===== src/rtl/alu_seq_pkg.sv =====
// rtl/alu_seq_pkg.sv - opcodes, FSM states and flag bit positions for alu_seq
package alu_seq_pkg;

    localparam logic [3:0] OP_ADD = 4'b0000;
    localparam logic [3:0] OP_INC = 4'b0001;
    localparam logic [3:0] OP_SUB = 4'b0010;
    localparam logic [3:0] OP_DEC = 4'b0011;
    localparam logic [3:0] OP_AND = 4'b0100;
    localparam logic [3:0] OP_OR  = 4'b0101;
    localparam logic [3:0] OP_XOR = 4'b0110;
    localparam logic [3:0] OP_NOT = 4'b0111;
    localparam logic [3:0] OP_ADC = 4'b1000;
    localparam logic [3:0] OP_SBC = 4'b1001;
    localparam logic [3:0] OP_SHL = 4'b1010;
    localparam logic [3:0] OP_SHR = 4'b1011;
    localparam logic [3:0] OP_ASR = 4'b1100;
    localparam logic [3:0] OP_MUL = 4'b1101;
    localparam logic [3:0] OP_CMP = 4'b1110;
    localparam logic [3:0] OP_NOP = 4'b1111;

    typedef enum logic {
        ST_IDLE = 1'b0,
        ST_BUSY = 1'b1
    } state_e;

    localparam int FLAG_N = 3;
    localparam int FLAG_Z = 2;
    localparam int FLAG_V = 1;
    localparam int FLAG_C = 0;

    function automatic logic is_shift(input logic [3:0] op);
        return (op == OP_SHL) || (op == OP_SHR) || (op == OP_ASR);
    endfunction

endpackage


===== src/rtl/alu_seq_core.sv =====
// rtl/alu_seq_core.sv - combinational single-cycle ALU operations and flags
module alu_seq_core
    import alu_seq_pkg::*;
#(
    parameter int WIDTH = 8
) (
    input  logic [3:0]       op,
    input  logic [WIDTH-1:0] a,
    input  logic [WIDTH-1:0] b,
    input  logic             cin,
    output logic [WIDTH-1:0] result,
    output logic [3:0]       nzvc,
    output logic             wr_result,
    output logic             wr_flags
);

    logic [WIDTH-1:0] opb;
    logic [WIDTH-1:0] logic_r;
    logic [WIDTH:0]   sum;
    logic             ci;
    logic             is_sub;
    logic             arith;
    logic             ovf;

    // Decode the opcode into an adder/subtractor setup or a bitwise result, then derive flags
    always_comb begin
        opb       = b;
        ci        = 1'b0;
        is_sub    = 1'b0;
        arith     = 1'b1;
        logic_r   = '0;
        wr_result = 1'b1;
        wr_flags  = 1'b1;
        case (op)
            OP_ADD: ;
            OP_INC: opb = WIDTH'(1);
            OP_SUB: is_sub = 1'b1;
            OP_DEC: begin is_sub = 1'b1; opb = WIDTH'(1); end
            OP_ADC: ci = cin;
            OP_SBC: begin is_sub = 1'b1; ci = cin; end
            OP_CMP: begin is_sub = 1'b1; wr_result = 1'b0; end
            OP_AND: begin arith = 1'b0; logic_r = a & b; end
            OP_OR:  begin arith = 1'b0; logic_r = a | b; end
            OP_XOR: begin arith = 1'b0; logic_r = a ^ b; end
            OP_NOT: begin arith = 1'b0; logic_r = ~a; end
            default: begin wr_result = 1'b0; wr_flags = 1'b0; end
        endcase

        // Bit WIDTH of the difference is the borrow: set exactly when a < opb + ci
        if (is_sub) begin
            sum = {1'b0, a} - {1'b0, opb} - {{WIDTH{1'b0}}, ci};
            ovf = (a[WIDTH-1] != opb[WIDTH-1]) && (sum[WIDTH-1] != a[WIDTH-1]);
        end else begin
            sum = {1'b0, a} + {1'b0, opb} + {{WIDTH{1'b0}}, ci};
            ovf = (a[WIDTH-1] == opb[WIDTH-1]) && (sum[WIDTH-1] != a[WIDTH-1]);
        end

        result       = arith ? sum[WIDTH-1:0] : logic_r;
        nzvc         = '0;
        nzvc[FLAG_N] = result[WIDTH-1];
        nzvc[FLAG_Z] = (result == '0);
        nzvc[FLAG_V] = arith & ovf;
        nzvc[FLAG_C] = arith & sum[WIDTH];
    end

endmodule


===== src/rtl/alu_seq.sv =====
// rtl/alu_seq.sv - sequential ALU with single-cycle ops, iterative shifts and shift-add multiply
module alu_seq
    import alu_seq_pkg::*;
#(
    parameter int WIDTH = 8
) (
    input  logic             clock,
    input  logic             reset,
    input  logic             in_valid,
    output logic             in_ready,
    input  logic [WIDTH-1:0] A,
    input  logic [WIDTH-1:0] B,
    input  logic [3:0]       ALU_Sel,
    output logic             out_valid,
    output logic [WIDTH-1:0] Result,
    output logic [3:0]       NZVC,
    output logic             busy
);

    localparam int SHW = $clog2(WIDTH);
    localparam int CW  = $clog2(WIDTH + 1);

    state_e             state_q, state_d;
    logic [3:0]         op_q, op_d;
    logic [WIDTH-1:0]   a_q, a_d;
    logic [WIDTH-1:0]   b_q, b_d;
    logic [CW-1:0]      cnt_q, cnt_d;
    logic [2*WIDTH-1:0] prod_q, prod_d;
    logic               c_q, c_d;
    logic               pend_q, pend_d;
    logic [WIDTH-1:0]   result_q, result_d;
    logic [3:0]         nzvc_q, nzvc_d;
    logic               out_valid_q, out_valid_d;

    logic               accept;
    logic               complete;
    logic [WIDTH-1:0]   core_result;
    logic [3:0]         core_nzvc;
    logic               core_wr_result;
    logic               core_wr_flags;

    // Carry-in is read when the op executes, so a back-to-back ADC/SBC sees the previous op's carry
    alu_seq_core #(.WIDTH(WIDTH)) u_core (
        .op        (op_q),
        .a         (a_q),
        .b         (b_q),
        .cin       (nzvc_q[FLAG_C]),
        .result    (core_result),
        .nzvc      (core_nzvc),
        .wr_result (core_wr_result),
        .wr_flags  (core_wr_flags)
    );

    assign in_ready  = (state_q == ST_IDLE);
    assign busy      = (state_q == ST_BUSY);
    assign out_valid = out_valid_q;
    assign Result    = result_q;
    assign NZVC      = nzvc_q;

    // Next-state: finish a pending op, iterate a multi-cycle op, or accept a new operation
    always_comb begin
        state_d     = state_q;
        op_d        = op_q;
        a_d         = a_q;
        b_d         = b_q;
        cnt_d       = cnt_q;
        prod_d      = prod_q;
        c_d         = c_q;
        pend_d      = 1'b0;
        result_d    = result_q;
        nzvc_d      = nzvc_q;
        out_valid_d = 1'b0;
        complete    = 1'b0;
        accept      = 1'b0;

        case (state_q)
            ST_IDLE: begin
                complete = pend_q;
                accept   = in_valid;
            end
            ST_BUSY: begin
                if (cnt_q == '0) begin
                    complete = 1'b1;
                    state_d  = ST_IDLE;
                end else begin
                    cnt_d = cnt_q - CW'(1);
                    case (op_q)
                        OP_SHL: begin c_d = a_q[WIDTH-1]; a_d = {a_q[WIDTH-2:0], 1'b0}; end
                        OP_SHR: begin c_d = a_q[0];       a_d = {1'b0, a_q[WIDTH-1:1]}; end
                        OP_ASR: begin c_d = a_q[0];       a_d = {a_q[WIDTH-1], a_q[WIDTH-1:1]}; end
                        default: begin
                            // MSB-first shift-add: double the partial product, add A when the multiplier bit is set
                            prod_d = {prod_q[2*WIDTH-2:0], 1'b0}
                                   + {{WIDTH{1'b0}}, (b_q[WIDTH-1] ? a_q : {WIDTH{1'b0}})};
                            b_d    = {b_q[WIDTH-2:0], 1'b0};
                        end
                    endcase
                end
            end
            default: state_d = ST_IDLE;
        endcase

        if (complete) begin
            out_valid_d = 1'b1;
            if (is_shift(op_q)) begin
                result_d = a_q;
                nzvc_d   = {a_q[WIDTH-1], (a_q == '0), 1'b0, c_q};
            end else if (op_q == OP_MUL) begin
                result_d = prod_q[WIDTH-1:0];
                nzvc_d   = {prod_q[WIDTH-1], (prod_q[WIDTH-1:0] == '0),
                            (prod_q[2*WIDTH-1:WIDTH] != '0), 1'b0};
            end else begin
                if (core_wr_result) result_d = core_result;
                if (core_wr_flags)  nzvc_d   = core_nzvc;
            end
        end

        if (accept) begin
            op_d   = ALU_Sel;
            a_d    = A;
            b_d    = B;
            c_d    = 1'b0;
            prod_d = '0;
            cnt_d  = '0;
            if (is_shift(ALU_Sel)) begin
                cnt_d = CW'(B[SHW-1:0]);
                if (B[SHW-1:0] != '0) state_d = ST_BUSY;
                else                  pend_d  = 1'b1;
            end else if (ALU_Sel == OP_MUL) begin
                cnt_d   = CW'(WIDTH);
                state_d = ST_BUSY;
            end else begin
                pend_d = 1'b1;
            end
        end
    end

    // State registers with synchronous active-high reset that also aborts any op in flight
    always_ff @(posedge clock) begin
        if (reset) begin
            state_q     <= ST_IDLE;
            op_q        <= OP_NOP;
            a_q         <= '0;
            b_q         <= '0;
            cnt_q       <= '0;
            prod_q      <= '0;
            c_q         <= 1'b0;
            pend_q      <= 1'b0;
            result_q    <= '0;
            nzvc_q      <= 4'b0000;
            out_valid_q <= 1'b0;
        end else begin
            state_q     <= state_d;
            op_q        <= op_d;
            a_q         <= a_d;
            b_q         <= b_d;
            cnt_q       <= cnt_d;
            prod_q      <= prod_d;
            c_q         <= c_d;
            pend_q      <= pend_d;
            result_q    <= result_d;
            nzvc_q      <= nzvc_d;
            out_valid_q <= out_valid_d;
        end
    end

endmodule


===== config.mk =====
export PLATFORM = sky130hd
export DESIGN_NAME = alu_seq
export DESIGN_NICKNAME = d
export VERILOG_FILES = /design/src/rtl/alu_seq_pkg.sv /design/src/rtl/alu_seq_core.sv /design/src/rtl/alu_seq.sv
export SDC_FILE = /design/constraint.sdc
export NUM_CORES = 1
export LEC_CHECK = 0
export CORE_MARGIN = 5
export CORE_UTILIZATION = 40
export CTS_BUF_LIST = sky130_fd_sc_hd__clkbuf_8 sky130_fd_sc_hd__clkbuf_16
export CTS_CLUSTER_SIZE = 16
export DETAILED_ROUTE_END_ITERATION = 8
export HOLD_SLACK_MARGIN = 0.12
export PLACE_DENSITY = 0.7
export RECOVER_POWER = 100
export SLEW_MARGIN = 0
export SYNTH_ARGS = -nofsm -noshare
export SYNTH_HDL_FRONTEND = slang
export SYNTH_HIERARCHICAL = 1
export SYNTH_SLANG_ARGS = --single-unit

===== constraint.sdc =====
create_clock -name clock -period 4.5 [get_ports clock]
set_input_delay 0.9 -clock clock [delete_from_list [all_inputs] [get_ports clock]]
set_output_delay 0.9 -clock clock [all_outputs]
set_load 0.005 [all_outputs]

Word level (Yosys, flattened, before mapping)
Cells that the tools add are included.

storage, ports and cells
  bits in registers = 56
  input port bits = 23
  output and inout port bits = 15
  logic and storage cells = 134

operators by class
  add/sub/neg operators = 6
  eq/ne operators = 25
  muxes and demuxes = 44
  bitwise operators = 10
  reductions and logical operators = 37

operators by type and width
  kind                                                 number
  2-to-1 mux 8 bit                                     13
  equality test 4 bit, second input constant           11
  2-to-1 mux 4 bit                                     8
  one-hot mux 8 bit (4 select lines)                   1
  zero test 8 bit                                      3
  one-hot mux 8 bit (3 select lines)                   1
  2-to-1 mux 1 bit                                     18
  adder 16 x 8 -> 16 bit                               1
  equality test 4 x 3 -> 1 bit, second input constant  4
  AND reduction 3 bit                                  4
  nonzero test 3 bit                                   4
  OR reduction 11 bit                                  1
  OR reduction 10 bit                                  1
  OR reduction 2 bit                                   5
  adder 8 x 8 -> 9 bit                                 1
  adder 9 x 1 -> 9 bit                                 1
  2-to-1 mux 9 bit                                     1
  subtractor 8 x 8 -> 9 bit                            1
  subtractor 9 x 1 -> 9 bit                            1
  AND 8 bit                                            1
  equality test 4 x 2 -> 1 bit, second input constant  2
  zero test 4 bit                                      2
  inverter 8 bit                                       1
  OR 8 bit                                             1
  other kinds (19)                                     35

Depth between registers and ports, before layout
Gate-level depths: netlist (run 1).

  depth in word-level cells = 12
  depth in mapped cells = 19
  gate-level depth less buffers = 17

Hierarchy
The synthesis (run 1) kept the hierarchy.

modules (own cells, without submodules)
  module        times used  cells each  area an instance (µm²)  sequential area each (µm²)
  alu_seq       1           382         3,253.1                 1,121.1
  alu_seq_core  1           216         1,622.8                 0.0

Worst setup path after synthesis (run 1)
No wires, ideal clock.

  path type = reg-to-reg
  start = register op_q[0]
  end = register nzvc_q[2] (netlist: NZVC[2])
  setup time = 0.078 ns
  data arrival time = 4.071 ns
  data required time = 4.422 ns
  slack = 0.351 ns
  stages on the path, launching flop included = 17
  path buffers = 1
  period minus slack after synthesis = 4.149 ns
  path through = dfxtp_1 -> buf_4 -> inv_4 -> nor3_1 -> or2_2 -> fa_1 -> ha_1 -> o21a_1 -> nor4_1 -> nor3_1 -> xor2_1 -> a221o_1 -> or4_1 -> a311oi_1 -> a221oi_1 -> o21a_1 -> nor3_1

on the way
  word-level cells in the longest chain between the ends = 11
  elaborated cells between the ends (all ways) = 39
  those cells by class = 4 x add/sub; 14 x eq/ne; 10 x mux; 11 x reduce/logical

RTL lines
  what                                                                                 line                                    source
  start, declared                                                                      alu_seq.sv:24                           logic [3:0] op_q, op_d;
  start signal, assigned                                                               alu_seq.sv:154                          op_q <= op_d;
  equality test 4 x 1 -> 1 bit / equality test 4 x 2 -> 1 bit (equally long branches)  alu_seq_core.sv:34                      case (op)
  OR reduction 2 bit (no line)                                                         --
  2-to-1 mux 8 bit                                                                     alu_seq_core.sv:34
  adder 8 x 8 -> 9 bit / subtractor 8 x 8 -> 9 bit (equally long branches)             alu_seq_core.sv:54, alu_seq_core.sv:51
  adder 9 x 1 -> 9 bit / subtractor 9 x 1 -> 9 bit (equally long branches)             alu_seq_core.sv:54, alu_seq_core.sv:51
  2-to-1 mux 9 bit                                                                     alu_seq_core.sv:50                      if (is_sub) begin
  2-to-1 mux 8 bit *                                                                   alu_seq_core.sv:58                      result = arith ? sum[WIDTH-1:0] : logic_r;
  via core_result[5]                                                                   alu_seq.sv:37                           logic [WIDTH-1:0] core_result;
  zero test 8 bit *                                                                    alu_seq_core.sv:61                      nzvc[FLAG_Z] = (result == '0);
  via core_nzvc[2]                                                                     alu_seq.sv:38                           logic [3:0] core_nzvc;
  2-to-1 mux 4 bit *                                                                   alu_seq.sv:114                          if (core_wr_flags) nzvc_d = core_nzvc;
  2-to-1 mux 4 bit *                                                                   alu_seq.sv:108                          end else if (op_q == OP_MUL) begin
  2-to-1 mux 4 bit *                                                                   alu_seq.sv:105                          if (is_shift(op_q)) begin
  end signal, assigned                                                                 alu_seq.sv:162                          nzvc_q <= nzvc_d;
  end, declared                                                                        alu_seq.sv:32                           logic [3:0] nzvc_q, nzvc_d;

Mark *: on every way through the listed nets, which the timed path passes. The rest lies on a longest branch. The select of a mux whose other input is x is not followed.
A chain may end at the register's enable or synchronous reset.

Worst setup path in the final report (run 1)
  start = register op_q[0]
  end = register nzvc_q[2] (netlist: NZVC[2])

on the way
  word-level cells in the longest chain between the ends = 11
  elaborated cells between the ends (all ways) = 39
  those cells by class = 4 x add/sub; 14 x eq/ne; 10 x mux; 11 x reduce/logical

RTL lines
  what                                                                                 line
  equality test 4 x 1 -> 1 bit / equality test 4 x 2 -> 1 bit (equally long branches)  alu_seq_core.sv:34
  OR reduction 2 bit (no line)                                                         --
  2-to-1 mux 8 bit                                                                     alu_seq_core.sv:34
  adder 8 x 8 -> 9 bit / subtractor 8 x 8 -> 9 bit (equally long branches)             alu_seq_core.sv:54, alu_seq_core.sv:51
  adder 9 x 1 -> 9 bit / subtractor 9 x 1 -> 9 bit (equally long branches)             alu_seq_core.sv:54, alu_seq_core.sv:51
  2-to-1 mux 9 bit                                                                     alu_seq_core.sv:50
  2-to-1 mux 8 bit *                                                                   alu_seq_core.sv:58
  zero test 8 bit *                                                                    alu_seq_core.sv:61
  via core_nzvc[2]                                                                     alu_seq.sv:38
  2-to-1 mux 4 bit *                                                                   alu_seq.sv:114
  2-to-1 mux 4 bit *                                                                   alu_seq.sv:108
  2-to-1 mux 4 bit *                                                                   alu_seq.sv:105

Marked as above.

==> impl_metrics.tcl, run 1 <==
set metrics [dict create \
    outcome "complete, but fails checks" \
    violations "capacitance limit, slew limit" \
    grt_pass1_wl_um 22430 \
    ant_nets 0 \
    ys_types 70 \
    grt_max_degree 48 \
    first_global_vias 4501 \
    clock_latency_ns 0.30 \
    maxCapViolations 1 \
    async_reset_ff_share_pct 0 \
    synth_warnings 6 \
    synth_nets 671 \
    power_density_mw_per_mm2 271.2 \
    cp_slowest_stage_delay_ns 0.45 \
    avgSynthCellArea_um2 8.154 \
    drc 0 \
    via_per_inst 5.939 \
    cp_max_fo 7 \
    rsz0062_at_grt "false" \
    coreArea_mm2 0.01196 \
    clock-sinks 56 \
    crit_arrival_ns 4.23 \
    cp-end-kind "register" \
    hold_violations 0 \
    total_power_mw 1.486 \
    area_growth_pct 12.39 \
    ios 38 \
    cts_buffers 5 \
    cts_tree "done" \
    path_buf_inv 3 \
    hpwl_um 10420 \
    first_pass_iters 5 \
    grt-ovfl-total 0 \
    critPathLaunchType "register" \
    dp.cells 764 \
    n_fill_cell 1167 \
    required_ns 4.70 \
    fin_crit_sh_pct 89.40 \
    relSlewSlack_pct -36.99 \
    grt_use_total_pct 18.95 \
    timing.hold.ws_ns 0.4689 \
    critPathTopFamily "simple AND/OR/NAND/NOR gates" \
    hp-class "reg -> reg" \
    start_util_pct 40.76 \
    synth_seq_area_share_pct 22.99 \
    core.rowCount 40 \
    yosysMostFrequentCell "nand2_1" \
    grt_antenna_before_repair 0 \
    cts.clk_slew.worst_paths_ns 0.07 \
    max_slew.worst_pin.slew_ns 2.055 \
    critPathKind "reg -> reg" \
    min_period_ns 4.023 \
    synth_edf_count 0 \
    max_freq_mhz 248.6 \
    irDropWorstVdd_mv 0.1816 \
    yosys.area.top_type_share_pct 22.99 \
    regArea_mm2 0.001121 \
    routabilityCongestion 0.9205 \
    netlist_area_mm2 0.004876 \
    synth_largest_area_cell "dfxtp_1" \
    die_h_um 120.4 \
    leakagePower_nw 2.332 \
    finalSetupViolCount 0 \
    maxSlewViolCount 48 \
    path_cells "inv_4, nor3_1, buf_4, nor2_1, ha_1, inv_1, ha_1, or3_1, a31oi_1, a21boi_0, o221ai_1, or4_1, a311oi_1, a221oi_1, o21a_1, nor3_1" \
    nets 697 \
    cts_setup_buffers 0 \
    netlist_top_cells_area "dfxtp_1, ha_1, a21oi_1" \
    hold_buffers 0 \
    routedWlPerCell_um 17.88 \
    synth_cells 598 \
    cts_resized 0 \
    synth-main-ff-cell "dfxtp_1" \
    finalNonFillerCells 772 \
    die_area_mm2 0.01450 \
    vias 4585 \
    cts-root-buf "clkbuf_16" \
    synth_commonest_cells "nand2_1, dfxtp_1" \
    drive_gt1_share_pct 7.840 \
    cp_slowest_cell "or4_1" \
    numPortBuffers 37 \
    fp.dieW_um 120.4 \
    ys_ff_latch 56 \
    cts_max_path_buffers 2 \
    finalSetupTns_ns 0 \
    cts-htree-levels 2 \
    finalWirelength_um 13810 \
    n_antenna_cell 0 \
    multiInputGateArea_mm2 0.003372 \
    drt_iter0_drc 380 \
    clock-skew-final_ns 0.005386 \
]
==> flip-flops by register name, summed over array words and instances (netlist names), 4 cells and up <==
register,count
op_q,4
cnt_q,4
prod_q,16
NZVC,4
b_q,8
Result,8
a_q,8
==> worst register-to-register path, cell delays in order, from the launching register on <==
cell and delay (ns):
dfxtp_1 0.37, inv_4 0.07, nor3_1 0.27, buf_4 0.22, nor2_1 0.07, ha_1 0.35
inv_1 0.08, ha_1 0.34, or3_1 0.39, a31oi_1 0.15, a21boi_0 0.26, o221ai_1 0.16
or4_1 0.45, a311oi_1 0.30, a221oi_1 0.13, o21a_1 0.22, nor3_1 0.11
==> metrics by stage <==
step / util, % / instance area (um2) / setup slack [ns]
after floorplan: - / 4876 / 0.3508
after global routing: 45.82 / 5480 / 0.1620
final: 45.82 / 5480 / 0.4769
after CTS: 45.99 / 5502 / 0.5319
after global placement: 44.62 / 5338 / 0.6672
after detailed placement: 44.62 / 5338 / 0.5598
==> cells by family (layout without fill, tap and decap cells) <==
| kind of cell | count (synthesis) | in the layout | synth area share [%] |
|---|---|---|---|
| compound gates | 156 | 156 | 22.86 |
| simple gates | 213 | 213 | 23.48 |
| mux | 21 | 21 | 5.081 |
| xor+xnor | 25 | 25 | 4.491 |
| buf+inv | 77 | 104 | 7.493 |
| flops | 56 | 56 | 22.99 |
| fa+ha+maj | 50 | 50 | 13.60 |
==> path summary, 6_finish.rpt <==
kind	from	to	slack (ns)	cells past startpoint
worst max-delay path	op_q[0]	NZVC[2]	0.48	16
worst min-delay path	NZVC[3]	NZVC[3]	0.47	2
worst max register to register	op_q[0]	NZVC[2]	0.48	16
worst min register to register	NZVC[3]	NZVC[3]	0.47	2
==> layout make-up <==
class	count	share of cell area (%)
flip-flops and latches	56	20.46
clock buffers	5	2.283
inverters	46	3.196
multi-input cells	465	61.53
clock inverters	3	0.7078
repair buffers	50	8.470
well taps	147	3.356
==> layout by cell type, fill, tap and decap left out, drive strengths merged, types with 11 or more instances in the layout <==
cell and count:
buf 12, dfxtp 56, nand3b 15, a21oi 47, ha 45, nand2 59, nor2 50, a211oi 15
clkdlybuf4s50 21, xnor2 14, nand3 18, inv 47, dlygate4sd3 16, o211ai 16, mux2i 18, xor2 11
nand2b 18, o21ai 27
==> power breakdown <==
part,switching [mW],internal (mW),total [mW]
Clock,0.187,0.260,0.447
Sequential,0.0261,0.518,0.544
Combinational,0.283,0.211,0.495
==> per-layer routing <==
metal	wire length (um)	global-route usage (%)
met1	6153	24.54
met2	6548	32.06
met3	743	2.947
met4	361	6.516
met5	0	0
Note: power is estimated with default switching activity, not from simulation.
==> inputs of run 2 (changes only) <==
- CAP_MARGIN: unset -> 20
==> run 2 against run 1 <==
The run still ends with capacitance limit, slew limit left. Utilization rose by 0.23 points. First-iteration DRC count down 2.6%. Sequential power about the same. Non-clock buffer count grew 1. Count of clock-buffer cells in the layout is the same. Total power about the same. Sequential cell count did not move. Clock power about the same. Global-route usage is the same. Wire length hardly changed. Die area unchanged. Critical endpoint unchanged. Largest power group unchanged. Highest routed layer unchanged.
==> impl_metrics.tcl, run 2 (synthesis results as in run 1) <==
set metrics [dict create \
    cts.clk_slew.worst_paths_ns 0.07 \
    cts-root-buf "clkbuf_16" \
    violations "capacitance limit, slew limit" \
    relSlewSlack_pct -36.79 \
    die_area_mm2 0.01450 \
    ios 38 \
    utilization_pct 46.05 \
    final_common_cell "nand2_1" \
    grt_use_total_pct 18.95 \
    start_util_pct 40.76 \
    numPortBuffers 37 \
    timing.hold.ws_ns 0.4694 \
    cts_resized 0 \
    maxCapViolations 1 \
    cts_max_path_buffers 2 \
    clock-skew-final_ns 0.005695 \
    cp_slowest_stage_delay_ns 0.54 \
    largest_register_ff_count 16 \
    grt_max_degree 48 \
    cp_slowest_cell "fa_1" \
    path_buf_inv 2 \
    core.rowCount 40 \
    routedWlPerCell_um 17.86 \
    grt_pass1_wl_um 22430 \
    critPathTopFamily "simple AND/OR/NAND/NOR gates" \
    n_antenna_cell 0 \
    finalSetupTns_ns 0 \
    finalSetupViolCount 0 \
    drt_iter0_drc 370 \
    grt_antenna_before_repair 0 \
    rsz0062_at_grt "false" \
    area_growth_pct 12.96 \
    critPathKind "reg -> reg" \
    clock_latency_ns 0.30 \
    routabilityCongestion 0.9205 \
    hold_violations 0 \
    power_density_mw_per_mm2 270.0 \
    cts_buffers 5 \
    first_pass_iters 5 \
    finalWirelength_um 13800 \
    regMostFlops "prod_q" \
    coreArea_mm2 0.01196 \
    outcome "complete, but fails checks" \
    drive_gt1_share_pct 7.987 \
    first_global_vias 4501 \
    cts_setup_buffers 0 \
    hpwl_um 10420 \
    via_per_inst 5.908 \
    nets 698 \
    maxSlewViolCount 48 \
    cp-end-kind "register" \
    crit_arrival_ns 4.23 \
    min_period_ns 4.020 \
    max_slew.worst_pin.slew_ns 2.052 \
    cp_max_fo 18 \
    required_ns 4.71 \
    fin_crit_sh_pct 89.34 \
    ant_nets 0 \
    hp-class "reg -> reg" \
    grt-ovfl-total 0 \
    vias 4567 \
    cts-htree-levels 2 \
    irDropWorstVdd_mv 0.1824 \
    die_h_um 120.4 \
    hold_buffers 0 \
    layout.cells.most_common_list "nand2_1, dfxtp_1, inv_1" \
    max_freq_mhz 248.7 \
    path_cells "buf_4, nor2_1, and3_1, fa_1, inv_1, ha_1, o21a_1, nor4_1, nor3_1, xor2_1, a221o_1, or4_1, a311oi_1, a221oi_1, o21a_1, nor3_1" \
    drc 0 \
    fp.dieW_um 120.4 \
    critPathLaunchType "register" \
    clock-sinks 56 \
    leakagePower_nw 2.345 \
    cts_tree "done" \
]
run 2: tightest hold or removal path, cell delays in order (launching register included):
cell      delay [ns]
dfxtp_1         0.31
nand2b_1        0.06
a21oi_1         0.05
run 2: path summary, 6_finish.rpt:
check / slack, ns / end / start / cells past startpoint
max: 0.48 / NZVC[2] / op_q[2] / 16
min: 0.47 / NZVC[3] / NZVC[3] / 2
max reg2reg: 0.48 / NZVC[2] / op_q[2] / 16
min reg2reg: 0.47 / NZVC[3] / NZVC[3] / 2
run 2: report_power, final:
part,switching (mW),total [mW],internal [mW]
Combinational,0.283,0.497,0.214
Sequential,0.0262,0.545,0.518
Clock,0.185,0.445,0.260
run 2: final cells by class:
type | instances | area, um2
fillers | 1161 | 6454
multi-input cells | 465 | 3372
flip-flops and latches | 56 | 1121
repair buffers | 51 | 491.7
well taps | 147 | 183.9
inverters | 46 | 175.2
clock buffers | 5 | 125.1
clock inverters | 3 | 38.79
run 2: per-layer routing:
metal	global-route usage, %	part of all wire, %
met3	2.947	5.4
met1	24.54	45
met5	0	0
met2	32.06	47
met4	6.516	2.8
run 2: through the flow:
| step | instance area [um2] | instances | total power, mW | worst slack, ns |
|---|---|---|---|---|
| 4_1_cts | 5502 | 772 | 1.489 | 0.5319 |
| 6_report | 5508 | 773 | 1.487 | 0.4797 |
| 3_3_place_gp | 5338 | 764 | 1.034 | 0.6672 |
| 5_1_grt | 5508 | 773 | 1.564 | 0.1620 |
| 3_5_place_dp | 5338 | 764 | 1.046 | 0.5598 |
| 2_1_floorplan | 4876 | 598 | 0.9104 | 0.3508 |
==> RTL edit: new RTL, flow settings as in run 2 <==
`WIDTH` is set to 8 in 2 places; all go to 4.
--- a/src/rtl/alu_seq_core.sv
+++ b/src/rtl/alu_seq_core.sv
@@ -2,7 +2,7 @@
 module alu_seq_core
     import alu_seq_pkg::*;
 #(
-    parameter int WIDTH = 8
+    parameter int WIDTH = 4
 ) (
     input  logic [3:0]       op,
     input  logic [WIDTH-1:0] a,
--- a/src/rtl/alu_seq.sv
+++ b/src/rtl/alu_seq.sv
@@ -2,7 +2,7 @@
 module alu_seq
     import alu_seq_pkg::*;
 #(
-    parameter int WIDTH = 8
+    parameter int WIDTH = 4
 ) (
     input  logic             clock,
     input  logic             reset,
Ports: changed (resized A, B and Result); port bits go from 38 to 26. No check against the original RTL was run, so the function may have changed too.
==> RTL edit against run 2 <==
Synthesized area shrank 38%; global-route usage is 1.7 points lower; sequential power down 36%; non-clock buffer count is 21 lower; design area fell by 38%; sequential share of layout area rose by 0.27 points; sequential cell count shrank 21; total power shrank 38%; wire length down 46%; setup slack better by 620 ps.
==> RTL edit: results (changes against run 2) <==
Status
  • Status: complete, no violations

Detailed routing
  • Detailed-route wire length per cell: 15.6 um (-13%)
  • Vias/cell: 5.74 (-2.8%)
  • 1st-iter DRT viols: 175 (-53%)

Synthesis
  • Post-synth top cells: dfxtp_1 (35), inv_1 (31), nand2_1 (29)
  • Main area contributors after synthesis: dfxtp_1 (23%), ha_1 (9.2%), a21oi_1 (4.0%)
  • Yosys cell types: 65 (-7.1%)
  • Synth Area per Inst: 8.31 sq um (+1.9%)
  • Syn_nets: 403 (-40%)
  • Sequential element share of the synthesized area: 0.234 (+0.00370)
  • Post-synth ARST share: 0 (unchanged)

Cells and area
  • Proportion of layout cells with a drive suffix above 1: 0.0714 (-0.00844)
  • Fin cells: 477 (-38%)
  • Diodes inserted: 0 (unchanged)
  • Nets: 419 (-40%)
  • Largest register FFs: 8 (-8)

Min path
  • HP Class: reg -> reg
  • Hold path endpoint: Result[3]
  • HP Start: Result[3]
  • Hold Crit Depth: 2 (unchanged)

Critical path
  • FF-to-FF Start: op_q[0]
  • Reg2Reg Setup Slack: 1100 ps (+620 ps)
  • Largest stage delay, worst path: 470 ps (-70 ps)
  • Crit path max fanout: 21 (+3)
  • R2R depth: 13 (-3)
  • CP Data Arrival Time: 3630 ps (-600 ps)
  • RR Endpoint: NZVC[2]
  • Top delay family on crit path: simple AND/OR/NAND/NOR gates

GRT
  • Vias in the first global route: 2557 (-43%)
  • Total GRT Usage: 0.172 (-0.0172)
  • First-pass GRT wire length: 12300 um (-45%)
  • Largest net degree at the start of global routing: 28 (-42%)

Place
  • Placed Cells: 469 (-39%)
  • GP Congestion: 0.916 (-0.51%)
  • IO Port Bufs: 25 (-32%)
  • Setup Slack @ Placement: 1200 ps (+636 ps)
  • Post-DP Area: 0.00328 sq mm (-38%)
  • Post-detail-place hpwl: 5470 um (-48%)

Clocking
  • Post-CTS Resized: 0 (unchanged)
  • Setup bufs post-CTS: 0 (unchanged)
  • Clk root buf: clkbuf_8
  • Clock transition at path regs: 70 ps (about the same)
  • CTS Buffer Depth: 2 (unchanged)
  • Worst skew pair latency: 300 ps (about the same)
  • Total CTS buffers: 5 (unchanged)

Pwr
  • Max VDD drop: 0.000165 V (-9.5%)
  • Leak: 1.37 nW (-42%)

STA
  • Setup Skew: 13.8 ps (+8.11 ps)
  • Pin slew with the least headroom to its limit: 870 ps (-1180 ps)
## RTL edit: cell count changes in the layout (fill, tap and decap cells not counted), moves of 9 or more
cell,run 2,this run
o211ai_1,16,5
dfxtp_1,56,35
nand3b_1,15,5
inv_1,46,31
o21ai_0,23,11
nor2_1,45,27
nand2b_1,18,8
a21oi_1,45,24
mux2i_1,18,6
nand2_1,58,29
clkdlybuf4s50_1,21,12
ha_1,45,22
nand3_1,18,8
## RTL edit: worst max-delay path by stage
stage                  from  endpoint  slack [ps]  depth (start not counted)
floorplan           op_q[0]   NZVC[2]        1170                         13
global placement    op_q[3]   NZVC[2]        1290                         14
detailed placement  op_q[0]   NZVC[2]        1200                         13
CTS                 op_q[0]   NZVC[2]        1170                         13
global route        op_q[0]   NZVC[2]         790                         13
finish              op_q[0]   NZVC[2]        1100                         13
## RTL edit: report_power, final
group	total [mW]	internal, mW	switching [mW]
Clock	0.295	0.179	0.116
Sequential	0.348	0.325	0.0227
Combinational	0.277	0.125	0.152
## RTL edit: stage by stage
step / hold slack, ps / total power, mW
after floorplan: 460 / 0.559
after global placement: 475 / 0.628
after detailed placement: 490 / 0.632
after CTS: 505 / 0.928
after global routing: 520 / 0.969
final: 495 / 0.921
## RTL edit: kinds of logic after synthesis
group / after synthesis / share of synthesized area
mux: 10 / 0.0388
xor+xnor: 13 / 0.0451
compound gates: 88 / 0.204
fa+ha+maj: 27 / 0.125
buf+inv: 52 / 0.0813
simple gates: 136 / 0.272
flops: 35 / 0.234
## RTL edit: worst min-delay path, stage by stage, from the launching register on
cell and delay (ps):
dfxtp_1 320, inv_1 50, o32ai_1 70
## RTL edit: final cells by class
cell class	instances	area, sq um
fillers	749	3890
multi-input cells	274	2050
clock inverters	2	35.0
clock buffers	6	82.6
repair buffers	30	284
flip-flops and latches	35	701
well taps	99	124
inverters	31	116
## RTL edit: per-layer routing
metal | up-vias | global-route usage | share of wire
met5 | - | 0 | 0
met4 | 0 | 0.0701 | 0.022
met3 | 10 | 0.0209 | 0.042
met2 | 70 | 0.288 | 0.48
met1 | 1320 | 0.225 | 0.45
li1 | 1340 | - | -
